File: config.mk
export PLATFORM = sky130hd
export DESIGN_NAME = dmem_arbiter
export DESIGN_NICKNAME = d
export VERILOG_FILES = /design/src/rtl/dmem_arbiter.sv
export SDC_FILE = /design/constraint.sdc
export NUM_CORES = 1
export LEC_CHECK = 0
export BUFFER_PORTS_ARGS = -buffer_cell sky130_fd_sc_hd__buf_2
export CELL_PAD_IN_SITES_DETAIL_PLACEMENT = 0
export CELL_PAD_IN_SITES_GLOBAL_PLACEMENT = 1
export CORE_AREA = 2 2 117 119
export DETAILED_ROUTE_END_ITERATION = 10
export DIE_AREA = 0 0 119 121
export HOLD_SLACK_MARGIN = 0.03
export PLACE_DENSITY_LB_ADDON = 0.1
export SLEW_MARGIN = 10
export SYNTH_ARGS = -nofsm -noshare
export SYNTH_HDL_FRONTEND = slang
export SYNTH_SLANG_ARGS = --single-unit
File: constraint.sdc
create_clock -name clock -period 1.7 [get_ports clock]
set_input_delay 0.17 -clock clock [delete_from_list [all_inputs] [get_ports clock]]
set_output_delay 0.17 -clock clock [all_outputs]
set_load 0.02 [all_outputs]
File: src/rtl/dmem_arbiter.sv
// Data-memory port arbiter: CPU memory stage owns the port by default,
// a device requester gets single address slots when the CPU is idle or after a bounded wait.
module dmem_arbiter #(
  parameter int ADDR_W   = 32,
  parameter int DATA_W   = 32,
  parameter int MAX_WAIT = 4
) (
  input  logic              clock,
  input  logic              reset,
  input  logic              cpu_req,
  input  logic [ADDR_W-1:0] cpu_addr,
  input  logic [DATA_W-1:0] cpu_wdata,
  input  logic              cpu_wren,
  output logic [DATA_W-1:0] cpu_rdata,
  output logic              cpu_stall,
  input  logic              dev_req,
  input  logic [ADDR_W-1:0] dev_addr,
  input  logic [DATA_W-1:0] dev_wdata,
  input  logic              dev_wren,
  output logic              dev_ack,
  output logic [DATA_W-1:0] dev_rdata,
  output logic [ADDR_W-1:0] mem_addr,
  output logic [DATA_W-1:0] mem_wdata,
  output logic              mem_wren,
  input  logic [DATA_W-1:0] mem_q,
  output logic [1:0]        arb_state
);

  localparam int CNT_W = $clog2(MAX_WAIT + 1);
  localparam logic [CNT_W-1:0] LAST = CNT_W'(MAX_WAIT - 1);

  typedef enum logic [1:0] {
    IDLE     = 2'd0,
    DEV_ADDR = 2'd1,
    DEV_DATA = 2'd2
  } state_e;

  state_e           state_q;
  state_e           state_d;
  logic [CNT_W-1:0] wait_q;
  logic [CNT_W-1:0] wait_d;
  logic             dev_sel;

  always_ff @(posedge clock or negedge reset) begin
    if (!reset) begin
      state_q <= IDLE;
      wait_q  <= '0;
    end else begin
      state_q <= state_d;
      wait_q  <= wait_d;
    end
  end

  always_comb begin
    state_d = state_q;
    wait_d  = wait_q;
    case (state_q)
      IDLE, DEV_DATA: begin
        if (!dev_req) begin
          state_d = IDLE;
          wait_d  = '0;
        end else if (!cpu_req) begin
          state_d = DEV_ADDR;
          wait_d  = '0;
        end else if (wait_q == LAST) begin
          // device starved long enough: steal one slot from the CPU
          state_d = DEV_ADDR;
          wait_d  = '0;
        end else begin
          state_d = IDLE;
          wait_d  = wait_q + CNT_W'(1);
        end
      end
      DEV_ADDR: begin
        state_d = DEV_DATA;
      end
      default: begin
        state_d = IDLE;
        wait_d  = '0;
      end
    endcase
  end

  assign dev_sel = (state_q == DEV_ADDR);

  assign mem_addr  = dev_sel ? dev_addr  : cpu_addr;
  assign mem_wdata = dev_sel ? dev_wdata : cpu_wdata;
  // write strobe is forced low while reset is held, even mid-cycle
  assign mem_wren  = reset &
                     (dev_sel ? dev_wren : (cpu_req & cpu_wren));

  assign cpu_stall = dev_sel & cpu_req;
  assign dev_ack   = (state_q == DEV_DATA);
  assign cpu_rdata = mem_q;
  assign dev_rdata = mem_q;
  assign arb_state = state_q;

endmodule

==> key figures, run 1 <==
Routing
  – DR pass1 iterations: 4
  – Average routed wire per standard cell: 15.9 microns
  – Routed Antenna Nets: 0
  – Drt via density: 3.56
  – DRC violations left: 0
  – DRT Wirelength: 7680 microns
  – Vias: 1718
  – DR iter-0 viols: 32

Power and ir drop
  – Clock Power Share: 26.1%
  – Leak: 1.64 nW
  – Flop pwr share: 8.8%
  – Switching pwr: 483 uW
  – Sw Ratio: 32.7%
  – Comb pwr share: 65.1%
  – Peak supply drop: 269 uV
  – Pwr/cell area: 483 mW/mm^2
  – Int Power: 993 uW
  – Post-layout power: 1.48 mW

Setup path
  – Stages on worst setup path: 5
  – Worst r2r src: arb_state[0]$_DFF_PN0_
  – Delay of the slowest cell on the worst path: 0.40 ns
  – Flop2flop setup slack: 0.37 ns
  – CP arrival: 1.58 ns
  – Worst r2r dst: wait_q[0]$_DFFE_PN0N_
  – Crit path max-delay family: buffers and inverters
  – CP max stage cell: dfrtp_1
  – Crit. End Element: output port
  – CP max FO: 5
  – Startpoint types: flop
  – Crit path buffers/inverters: 3
  – WP data required: 1.53 ns
  – Reg2reg path depth: 5
  – Cell Chain, Critical Path: nor2b_4 > buf_6 > clkbuf_16 > mux2_4 > buf_2
  – Crit path to: mem_wdata[26]
  – CP Launch Point: arb_state[1]$_DFF_PN0_
  – Critical path class: flop to output port

Global route
  – First-pass GRT wire length: 10000 microns
  – Global Route Usage Sum: 9.18%
  – Initial antenna violation count: 0
  – Number of global-route vias before repair: 1698
  – Largest net degree at the start of global routing: 18
  – Total gr overflow: 0

Logic synthesis
  – Syn avg cell area: 11.7 sq um
  – Post-Syn Instances: 158
  – Synth cell types: 20
  – Post-synthesis sequential area ratio: 6.78%
  – Yosys reg bits: 5
  – Post-Syn Area: 0.00184 sq mm
  – Ys Warns: 0
  – Syn Nets: 325

Timing
  – Setup violations, final: 57
  – Final WS setup: -0.0467 ns
  – Skew final: 0.00316 ns
  – Final Cycle Share: 103%
  – Max-slew violation count: 0
  – Worst slew pin tran: 0.437 ns
  – Fmax achieved: 573 MHz
  – Hold Violations, Final: 0
  – RSZ-0062 raised after global routing: yes
  – Tmin final: 1.75 ns
  – Slew HR: 70.6%

CTS
  – CTS root buffer: clkbuf_16
  – Htree depth: 1
  – TritonCTS clock tree: done
  – CTS clk-pin slew, worst paths: 0.03 ns
  – Worst skew pair latency: 0.23 ns
  – Clock Path Buffers: 2
  – Clock sink total: 5
  – Num CTS Buffers: 3

Placement
  – HPWL after detailed placement: 6060 microns
  – Port-buffer cells: 202
  – Placed cell areas: 0.00248 sq mm
  – Gpl congestion: 0.685

Floorplan
  – Die width: 119 microns
  – Core area: 0.0131 sq mm
  – # IOs: 299
  – Row cnt: 42
  – Die height: 121 microns
  – Die area: 0.0144 sq mm
  – Initial Util: 14.1%

Layout
  – Register area: 125 sq um
  – Layout Nets: 475
  – Area delta synth->final: 65.7%
  – Multi-input logic area: 0.00107 sq mm
  – Layout cells sized above 1: 92.2%
  – Finished layout cell area: 0.00306 sq mm
  – Diode count: 0
  – Filler cell count: 1422

Min path
  – Hold crit path type: input pin to flop

Outcome
  – Failing checks: negative setup slack
  – Status: finished with violations

Run
  – Max-Cap Viols: 0
[how the worst min path moves through the flow]
stage | startpoint | end | depth (start not counted)
floorplan | reset | arb_state[0]$_DFF_PN0_ | 0
global placement | reset | arb_state[0]$_DFF_PN0_ | 1
detailed placement | reset | arb_state[0]$_DFF_PN0_ | 1
CTS | dev_req | arb_state[0]$_DFF_PN0_ | 3
global route | reset | arb_state[0]$_DFF_PN0_ | 2
finish | dev_req | arb_state[0]$_DFF_PN0_ | 3
[logic make-up after synthesis]
group | after synthesis | share of synthesized area (%)
muxes | 64 | 51.9
adders and majority gates | 1 | 0.678
and+or+nand+nor | 9 | 3.26
AOI/OAI and AO/OA | 5 | 2.24
DFF | 5 | 6.78
buffers and inverters | 74 | 35.1
[cell usage in the layout, fill, tap and decap left out, types with 2 or more instances in the layout]
master     Yosys  final
dfrtp_1        5      5
clkbuf_16      0      6
buf_6          0     42
buf_16         0      3
buf_12         8      3
nor2_1         2      2
inv_1          2      2
mux2_4        63     63
buf_4         64      7
buf_2          0    157
[layer usage]
layer	vias to the layer above	GRT usage (%)	part of all wire, %
met3	33	3.52	12
met2	167	18.2	55
met4	0	3.72	2.3
met5	-	0	0
li1	778	-	-
met1	740	8.24	30
[per-stage QoR]
| stage | utilization [%] | worst slack, ns | hold slack [ns] | std cells | TNS [ns] |
|---|---|---|---|---|---|
| after floorplan | - | 0.124 | -0.126 | 158 | 0 |
| after global placement | 19.0 | 0.138 | 0.00454 | 467 | 0 |
| after detailed placement | 19.0 | 0.127 | 0.000108 | 467 | 0 |
| after CTS | 21.4 | -0.0799 | 0.292 | 479 | -2.25 |
| after global routing | 23.4 | -0.115 | 0.326 | 483 | -5.73 |
| final | 23.4 | -0.0467 | 0.294 | 483 | -1.57 |
[registers in the layout (all words and copies together), names as in the netlist]
register and flops:
wait_q 3, arb_state 2
[power by group through the flow]
stage                     sequential (mW)  clock [mW]  combinational, mW
after floorplan                     0.135           0              0.723
after global placement              0.132           0              0.783
after detailed placement            0.132           0              0.776
after CTS                           0.130       0.393              0.870
after global routing                0.131       0.405               1.01
final                               0.130       0.385              0.961
[worst min-delay path, delay by kind of cell]
family,cells,cell delay (ns)
buffers and inverters,1,0.08
and+or+nand+nor,2,0.23
[area by class of cell]
class	count	area share, %
timing repair buffer	217	50.8
sequential	5	4.09
inverter	2	0.246
tap	176	7.20
clock buffer	4	2.58
multi-input combinational	79	35.0
[cell usage after synthesis]
library cell   n  area (sq um)
a21boi_1       1          7.51
inv_1          2          7.51
mux2_1         1          11.3
o21a_1         1          7.51
a32o_1         1          10.0
a21boi_0       1          7.51
nor3b_1        1          7.51
and2b_1        1          7.51
buf_4         64           480
nor2_1         2          7.51
and2_1         1          6.26
nor2b_4        1          13.8
a22o_1         1          8.76
nand2b_1       1          6.26
ha_1           1          12.5
buf_12         8           160
mux2_4        63           946
nand2_1        1          3.75
nand3b_1       1          7.51
dfrtp_1        5           125
[what timing repair did]
item                                    in CTS  in global routing
pin swaps                                    0                  1
hold buffers                                 1                  0
endpoints found under the setup margin      64                 64
gates cloned                                 3                  3
hold endpoints to repair                     5                  0
gates resized for setup                     38                 59
buffers inserted                             4                  1
(Power assumes the default switching activity.)
==> run 2, diff against run 1 <==
- GPL_ROUTABILITY_DRIVEN: default -> 0
- PLACE_DENSITY_LB_ADDON: 0.1 -> 0.25
==> key figures, run 2 (synthesis gave the netlist of run 1 again) <==
Outcome
  – Status: finished with violations
  – Failing checks: negative setup slack

Setup path
  – WP data required: 1.53 ns
  – Crit path to: mem_addr[20]
  – Flop2flop setup slack: 0.50 ns
  – Critical path class: flop to output port
  – Worst r2r src: arb_state[0]$_DFF_PN0_
  – Startpoint types: flop
  – Reg2reg path depth: 5
  – CP max FO: 14
  – Crit. End Element: output port
  – Worst r2r dst: wait_q[2]$_DFFE_PN0N_
  – CP arrival: 1.58 ns
  – CP Launch Point: arb_state[1]$_DFF_PN0_

Global route
  – Global Route Usage Sum: 8.11%
  – Largest net degree at the start of global routing: 22
  – Initial antenna violation count: 0
  – First-pass GRT wire length: 9090 microns
  – Total gr overflow: 0
  – Number of global-route vias before repair: 1618

Routing
  – Vias: 1635
  – Routed Antenna Nets: 0
  – DRC violations left: 0
  – DR iter-0 viols: 55
  – DR pass1 iterations: 2
  – DRT Wirelength: 6530 microns
  – Drt via density: 3.39
  – Average routed wire per standard cell: 13.5 microns

Layout
  – Finished layout cell area: 0.00293 sq mm
  – Util after Layout: 22.4%
  – Commonest non-fill, non-tap cell in the layout: buf_2
  – Layout Cells excl Fill: 482
  – Filler cell count: 1440
  – Commonest non-fill, non-tap cells in the layout: buf_2 (166), mux2_4 (64), buf_6 (35)
  – Most flop-heavy register: wait_q
  – Max FFs per register: 3
  – Layout Nets: 474
  – Layout cells sized above 1: 92.5%
  – Diode count: 0
  – Area delta synth->final: 59.1%

Floorplan
  – Die width: 119 microns
  – # IOs: 299
  – Row cnt: 42
  – Initial Util: 14.1%
  – Die height: 121 microns
  – Die area: 0.0144 sq mm
  – Core area: 0.0131 sq mm

CTS
  – Clock Path Buffers: 2
  – Num CTS Buffers: 3
  – Worst skew pair latency: 0.23 ns
  – CTS root buffer: clkbuf_16
  – Clock sink total: 5
  – CTS clk-pin slew, worst paths: 0.03 ns
  – Htree depth: 1
  – TritonCTS clock tree: done

Timing
  – Setup TNS: -1.25 ns
  – Skew final: 0.00295 ns
  – Final WS setup: -0.0518 ns
  – Tmin final: 1.75 ns
  – Hold Violations, Final: 0
  – Hold Slack: 0.258 ns
  – Max-slew violation count: 0
  – Fmax achieved: 571 MHz
  – RSZ-0062 raised after global routing: yes
  – Final Cycle Share: 103%
  – Worst slew pin tran: 0.333 ns
  – Setup violations, final: 54
  – Slew HR: 77.6%

Placement
  – Placed cell areas: 0.00255 sq mm
  – HPWL after detailed placement: 5670 microns
  – DP Cell Count: 471
  – DP Worst Slack: 0.137 ns
  – Port-buffer cells: 202

Min path
  – Hold crit path type: input pin to flop

Power and ir drop
  – Post-layout power: 1.43 mW
  – Peak supply drop: 240 uV
  – Pwr/cell area: 489 mW/mm^2
  – Leak: 1.60 nW

Run
  – Max-Cap Viols: 0
-- run 2: worst max-delay path, stage by stage, from the launching register on --
cell and delay [ns]:
dfrtp_1 0.40, nor2b_4 0.14, buf_12 0.16, buf_12 0.17
mux2_4 0.31, buf_2 0.16
-- run 2: how the worst min path moves through the flow --
stage / from / to / slack, ns / cells past startpoint
2_1_floorplan: reset / arb_state[0]$_DFF_PN0_ / -0.13 / 0
6_report: dev_req / arb_state[0]$_DFF_PN0_ / 0.26 / 3
4_1_cts: dev_req / arb_state[0]$_DFF_PN0_ / 0.26 / 3
5_1_grt: dev_req / arb_state[0]$_DFF_PN0_ / 0.29 / 3
3_5_place_dp: reset / arb_state[1]$_DFF_PN0_ / 0.004 / 1
3_3_place_gp: reset / wait_q[2]$_DFFE_PN0N_ / -0.0004 / 1
-- run 2: final cells by class --
cell class | count | area, sq um | area share (%)
clock buffers | 4 | 78.8 | 2.69
well taps | 176 | 220 | 7.51
flip-flops and latches | 5 | 125 | 4.26
repair buffers | 216 | 1430 | 48.7
inverters | 2 | 7.51 | 0.256
multi-input cells | 79 | 1070 | 36.6
-- run 2: layer usage --
layer	track usage [%]	wire length (microns)
met1	8.32	2280
met2	15.9	3620
met3	2.68	597
met4	1.71	38
met5	0	0
-- run 2: repair_timing --
item,in CTS,in global routing
hold buffers,1,0
buffers inserted,2,3
hold endpoints to repair,5,0
resized for setup,55,18
gates cloned,0,1
endpoints found under the setup margin,59,63
-- run 2: report_power, final --
part	internal (mW)	switching, mW
clock network	0.311	0.0816
logic	0.520	0.392
registers	0.126	0.00450
